## src/rtl/wb_pkg.sv

```systemverilog
// Shared types and constants for the writeback stage: load size codes,
// queue occupancy states and the buffered writeback entry.
package wb_pkg;

  localparam int WB_DEPTH = 2;

  localparam logic [1:0] LD_WORD = 2'b00;
  localparam logic [1:0] LD_HALF = 2'b01;
  localparam logic [1:0] LD_BYTE = 2'b10;

  typedef enum logic [1:0] {
    EMPTY = 2'd0,
    ONE   = 2'd1,
    FULL  = 2'd2
  } q_state_e;

  typedef struct packed {
    logic [5:0]  addr;
    logic [31:0] data;
    logic        reg_write;
  } wb_entry_t;

endpackage

```

## src/rtl/wb_load_ext.sv

```systemverilog
// Sub-word load aligner: picks the big-endian lane addressed by the byte
// offset, sign/zero extends it and flags misaligned half/word accesses.
module wb_load_ext
  import wb_pkg::*;
(
  input  logic [31:0] mem_data,
  input  logic [1:0]  offset,
  input  logic [1:0]  ld_size,
  input  logic        ld_unsigned,
  output logic [31:0] data,
  output logic        misalign
);

  logic [15:0] half_s;
  logic [7:0]  byte_s;

  // lane select and extension; the reserved size code behaves as a word
  always_comb begin
    data     = mem_data;
    misalign = 1'b0;
    half_s   = 16'd0;
    byte_s   = 8'd0;
    case (ld_size)
      LD_HALF: begin
        half_s   = offset[1] ? mem_data[15:0] : mem_data[31:16];
        data     = {{16{half_s[15] & ~ld_unsigned}}, half_s};
        misalign = offset[0];
      end
      LD_BYTE: begin
        case (offset)
          2'd0:    byte_s = mem_data[31:24];
          2'd1:    byte_s = mem_data[23:16];
          2'd2:    byte_s = mem_data[15:8];
          default: byte_s = mem_data[7:0];
        endcase
        data = {{24{byte_s[7] & ~ld_unsigned}}, byte_s};
      end
      default: begin
        data     = mem_data;
        misalign = (offset != 2'd0);
      end
    endcase
  end

endmodule

```

## src/rtl/wb_stage.sv

```systemverilog
// Writeback stage: result select, 2-entry buffer driving the register file
// write port, forwarding tap and retire counter. Sub-word loads need WB_LOAD_EXT_EN.
module wb_stage
  import wb_pkg::*;
#(
  parameter int DEPTH = WB_DEPTH,
  parameter int CNT_W = 32
) (
  input  logic             clk,
  input  logic             rst_n,
  input  logic             in_valid,
  output logic             in_ready,
  input  logic [5:0]       in_wr_addr,
  input  logic             in_reg_write,
  input  logic             in_mem_to_reg,
  input  logic [31:0]      in_alu_result,
  input  logic [31:0]      in_mem_data,
  input  logic [1:0]       in_ld_size,
  input  logic             in_ld_unsigned,
  input  logic             hold,
  output logic [5:0]       rf_wr_addr,
  output logic [31:0]      rf_wr_data,
  output logic             rf_reg_write,
  output logic             fwd_valid,
  output logic [5:0]       fwd_addr,
  output logic [31:0]      fwd_data,
  output logic             misalign_err,
  output logic [CNT_W-1:0] retire_cnt
);

  q_state_e         state_r;
  q_state_e         state_s;
  wb_entry_t        slot_r [DEPTH];
  wb_entry_t        new_s;
  logic [31:0]      ld_data_s;
  logic             ld_misalign_s;
  logic             misalign_s;
  logic             push_s;
  logic             pop_s;
  logic             head_valid_s;
  logic             misalign_r;
  logic [CNT_W-1:0] cnt_r;

`ifdef WB_LOAD_EXT_EN
  wb_load_ext u_load_ext (
    .mem_data    (in_mem_data),
    .offset      (in_alu_result[1:0]),
    .ld_size     (in_ld_size),
    .ld_unsigned (in_ld_unsigned),
    .data        (ld_data_s),
    .misalign    (ld_misalign_s)
  );
`else
  logic unused_s;
  assign unused_s      = ^{in_ld_size, in_ld_unsigned};
  assign ld_data_s     = in_mem_data;
  assign ld_misalign_s = 1'b0;
`endif

  assign head_valid_s = (state_r != EMPTY);
  assign in_ready     = (state_r != FULL);
  assign push_s       = in_valid & in_ready;
  assign pop_s        = head_valid_s & ~hold;

  // build the entry at accept time; r0 and misaligned loads never write
  always_comb begin
    misalign_s      = in_mem_to_reg & ld_misalign_s;
    new_s.addr      = in_wr_addr;
    new_s.data      = in_mem_to_reg ? ld_data_s : in_alu_result;
    new_s.reg_write = in_reg_write & (in_wr_addr != 6'd0) & ~misalign_s;
  end

  // occupancy next state
  always_comb begin
    state_s = state_r;
    case (state_r)
      EMPTY: begin
        if (push_s) state_s = ONE;
        else        state_s = EMPTY;
      end
      ONE: begin
        if (push_s && !pop_s)      state_s = FULL;
        else if (!push_s && pop_s) state_s = EMPTY;
        else                       state_s = ONE;
      end
      FULL: begin
        if (pop_s) state_s = ONE;
        else       state_s = FULL;
      end
      default: state_s = EMPTY;
    endcase
  end

  // occupancy register
  always_ff @(posedge clk or negedge rst_n) begin
    if (!rst_n) state_r <= EMPTY;
    else        state_r <= state_s;
  end

  // slot 0 is always the head; slot 1 shifts down on a pop from FULL
  always_ff @(posedge clk or negedge rst_n) begin
    if (!rst_n) begin
      for (int i = 0; i < DEPTH; i++) slot_r[i] <= '0;
    end else begin
      case (state_r)
        EMPTY: if (push_s) slot_r[0] <= new_s;
        ONE: begin
          if (push_s && pop_s) slot_r[0] <= new_s;
          else if (push_s)     slot_r[1] <= new_s;
        end
        FULL: if (pop_s) slot_r[0] <= slot_r[1];
        default: slot_r[0] <= slot_r[0];
      endcase
    end
  end

  // misalign pulse and retire counter
  always_ff @(posedge clk or negedge rst_n) begin
    if (!rst_n) begin
      misalign_r <= 1'b0;
      cnt_r      <= '0;
    end else begin
      misalign_r <= push_s & misalign_s;
      if (pop_s) cnt_r <= cnt_r + {{(CNT_W-1){1'b0}}, 1'b1};
    end
  end

  assign fwd_valid    = head_valid_s & slot_r[0].reg_write;
  assign fwd_addr     = head_valid_s ? slot_r[0].addr : 6'd0;
  assign fwd_data     = head_valid_s ? slot_r[0].data : 32'd0;
  assign rf_reg_write = fwd_valid & ~hold;
  assign rf_wr_addr   = fwd_addr;
  assign rf_wr_data   = fwd_data;
  assign misalign_err = misalign_r;
  assign retire_cnt   = cnt_r;

endmodule
```

## config.mk

```make
export PLATFORM = sky130hd
export DESIGN_NAME = wb_stage
export DESIGN_NICKNAME = d
export VERILOG_FILES = /design/src/rtl/wb_pkg.sv /design/src/rtl/wb_load_ext.sv /design/src/rtl/wb_stage.sv
export SDC_FILE = /design/constraint.sdc
export NUM_CORES = 1
export LEC_CHECK = 0
export CORE_MARGIN = 10
export CORE_UTILIZATION = 30
export CTS_CLUSTER_DIAMETER = 40
export DETAILED_ROUTE_END_ITERATION = 10
export SLEW_MARGIN = 20
export SYNTH_ARGS = -nofsm -noshare
export SYNTH_HDL_FRONTEND = slang
export SYNTH_SLANG_ARGS = --single-unit
```

## constraint.sdc

```tcl
create_clock -name clk -period 1.7 [get_ports clk]
set_input_delay 0.34 -clock clk [delete_from_list [all_inputs] [get_ports clk]]
set_output_delay 0.34 -clock clk [all_outputs]
set_load 0.02 [all_outputs]
```

==> flow_metrics.env <==
export IMPL_fp_row_count=50
export IMPL_firstDrtPassIters=6
export IMPL_die_y_um=158.6
export IMPL_pwr_share_comb_pct=46.6
export IMPL_crit_slowest_cell="dfrtp_2"
export IMPL_hold_viol=0
export IMPL_powerDensity_nw_per_um2=1327
export IMPL_drt_wl_total_mm=18.05
export IMPL_cp_slowest_stage_delay_ns=0.44
export IMPL_yosys_warnings=0
export IMPL_dr_total_vias=4675
export IMPL_required_ns=1.36
export IMPL_wire_per_inst_um=18.40
export IMPL_crit_arrival_ns=1.48
export IMPL_status="complete, but fails checks"
export IMPL_antenna_left=0
export IMPL_cts_buffers=9
export IMPL_fin_crit_ns=1.823
export IMPL_area_growth_pct=46.72
export IMPL_synth_fa_ha_area_share_pct=0.2172
export IMPL_yosysSeqAreaShare_pct=48.65
export IMPL_ctsRootBufferMaster="clkbuf_16"
export IMPL_core_area_um2=18770
export IMPL_max_clock_freq_mhz=548.5
export IMPL_dp_worst_setup_slack_ns=-0.7712
export IMPL_end_kind="output port"
export IMPL_final_area_um2=8452
export IMPL_p_sw_w=0.004088
export IMPL_start_util_pct=30.69
export IMPL_grt_max_degree=65
export IMPL_swShare_pct=36.44
export IMPL_post_dp_hpwl_mm=12.14
export IMPL_finClkSkew_ns=0.007643
export IMPL_grt_use_total_pct=13.72
export IMPL_clk_pin_slew_ns=0.07
export IMPL_violations="negative setup slack"
export IMPL_path_cells="buf_4 -> nor2_4 -> buf_12 -> nor2b_2 -> buf_2"
export IMPL_drt_iter0_drc=178
export IMPL_synth_area_um2=5761
export IMPL_drcViolationCount=0
export IMPL_synth_top_family_by_area="simple AND/OR/NAND/NOR gates"
export IMPL_synthCells=565
export IMPL_dp_cells=936
export IMPL_crit_type="reg2out"
export IMPL_syn_num_nets=645
export IMPL_antenna_diode_count=0
export IMPL_layout_drive_gt1_share_pct=31.19
export IMPL_synth_edff_count=0
export IMPL_synth_simple_area_share_pct=16.38
export IMPL_hold_class="reg2reg"
export IMPL_avgSynthCellArea_um2=10.20
export IMPL_synth_xor_xnor_area_share_pct=4.713
export IMPL_fillers=1781
export IMPL_whs_ns=0.4827
export IMPL_grt_pass1_vias=4801
export IMPL_nets=822
export IMPL_crit_fanout=9
export IMPL_max_cap_violations=0
export IMPL_io_buffers=186
export IMPL_ys_types=33
export IMPL_clkLatencyLatePin_ns=0.35
export IMPL_clock_sinks=112
export IMPL_worst_slack_ns=-0.1233
export IMPL_htreeDepth=3
export IMPL_rsz0062_at_grt="yes"
export IMPL_synth_compound_area_share_pct=6.407
export IMPL_muxShareOfSynthArea_pct=15.40
export IMPL_gr_total_overflow=0
export IMPL_clock_power_share_pct=17.5
export IMPL_setup_viol=113
export IMPL_max_vdd_ir_drop_v=0.0007630
export IMPL_fin_cells=981
export IMPL_synthFlopType="dfrtp_1"
export IMPL_fin_crit_sh_pct=107.3
export IMPL_post_drt_via_cell_ratio=4.766
export IMPL_startpoint_type="register"
export IMPL_pin_count=191
export IMPL_sequentialPowerShare_pct=35.9
export IMPL_synth_seq_cells=112
export IMPL_die_width_um=158.6
export IMPL_internal_power_w=0.007129
export IMPL_p_leak_nw=3.962
export IMPL_antenna_found_initial=0
export IMPL_power_w=0.01122
export IMPL_async_flop_share_pct=100.0
export IMPL_ctsLongestPathBuffers=2
export IMPL_cts_tree="yes"
export IMPL_globalplace_congestion=0.8019
export IMPL_drv_slew=0
export IMPL_dieArea_um2=25140
export IMPL_grt_pass1_wl_mm=26.95
export IMPL_placed_cell_area_um2=7794
==> kinds of logic after synthesis <==
group                    count (synthesis)
flip-flops                             112
XOR/XNOR                                31
AND/OR/NAND/NOR                        193
buffers and inverters                   77
multiplexers                            79
AO/OA/AOI/OAI                           71
other                                    1
adder cells (fa/ha/maj)                  1
==> state kept, by name, indices dropped and copies added, names as in the netlist <==
signal      cells
retire_cnt     32
slot_r         78
state_r         2
==> final cells by class <==
type,instances,area (um^2),share of cell area [%]
Inverter,3,13.76,0.1628
Tap cell,234,292.8,3.464
Clock inverter,4,31.28,0.3701
Sequential cell,112,2805,33.19
Timing Repair Buffer,237,2412,28.54
Clock buffer,12,236.5,2.798
Multi-Input combinational cell,379,2660,31.47
==> cells in the final DEF (no fill, tap or decap), types with 22 or more instances in the layout <==
cell               n
nor2b_2           22
a21oi_1           33
buf_4             63
nor2_1            35
clkdlybuf4s50_1   73
buf_6             44
xnor2_1           28
dfrtp_1          110
mux2i_1           32
nand2_1           63
mux2_2            36
o21ai_0           33
dlygate4sd2_1     32
==> stage by stage <==
stage | setup TNS (ns) | utilization [%]
after floorplan | -0.6604 | -
after detailed placement | -73.87 | 41.53
after global placement | -68.41 | 41.53
after global routing | -15.46 | 45.03
after CTS | -7.909 | 43.82
final | -7.789 | 45.03
==> synthesized netlist by cell type (3+ instances only) <==
master	number	area share, %
a21oi_1	33	2.9
nor2b_1	42	4.6
nand4_1	19	2.1
clkbuf_1	21	1.4
xor2_1	3	0.46
o21ai_0	34	3.0
mux2_4	10	2.6
buf_4	40	5.2
nand3_1	10	0.87
mux2i_1	32	5.6
xnor2_1	28	4.3
nor3_1	4	0.35
dfrtp_1	112	49
mux2_2	36	7.0
and3_1	9	0.98
nor2_1	38	2.5
buf_2	11	0.96
nand2_1	63	4.1
==> power groups by stage <==
stage                     logic (W)  clock network (W)  registers [W]
after floorplan             0.00297                  0        0.00395
after global placement      0.00469                  0        0.00399
after detailed placement    0.00477                  0        0.00404
after CTS                   0.00497            0.00206        0.00401
after global routing        0.00561            0.00216        0.00413
final                       0.00523            0.00197        0.00402
==> worst max-delay path: cells and delay by family, from the launching register on <==
| kind | cells | cell delay (ns) |
|---|---|---|
| buffers and inverters | 3 | 0.48 |
| DFF | 1 | 0.44 |
| and+or+nand+nor | 2 | 0.20 |
==> path summary, 6_finish.rpt <==
kind	start	endpoint	slack, ns	depth (start not counted)
max	state_r[1]$_DFF_PN0_	fwd_data[5]	-0.12	5
min	slot_r[9]$_DFFE_PN0P_	slot_r[9]$_DFFE_PN0P_	0.48	2
max reg2reg	state_r[1]$_DFF_PN0_	slot_r[66]$_DFFE_PN0P_	-0.04	8
min reg2reg	slot_r[9]$_DFFE_PN0P_	slot_r[9]$_DFFE_PN0P_	0.48	2
max in group asynchronous	rst_n	state_r[1]$_DFF_PN0_	0.83	3
min in group asynchronous	rst_n	retire_cnt[24]$_DFFE_PN0P_	0.51	3
==> repair_timing <==
| action | CTS | global route |
|---|---|---|
| hold buffers | 1 | 0 |
| resized for setup | 461 | 58 |
| pin swaps | 7 | 2 |
| hold endpoints to repair | 48 | 0 |
| buffers inserted | 16 | 6 |
| endpoints found under the setup margin | 151 | 123 |
| cloned | 6 | 1 |
==> metal layers <==
| layer | wire [um] | vias to the layer above | GRT usage [%] |
|---|---|---|---|
| met1 | 7594 | 2250 | 16.71 |
| met3 | 1749 | 18 | 5.343 |
| met5 | 0 | - | 0 |
| met2 | 8507 | 190 | 22.34 |
| met4 | 199 | 0 | 3.264 |
| li1 | - | 2217 | - |
(Power assumes the default switching activity.)
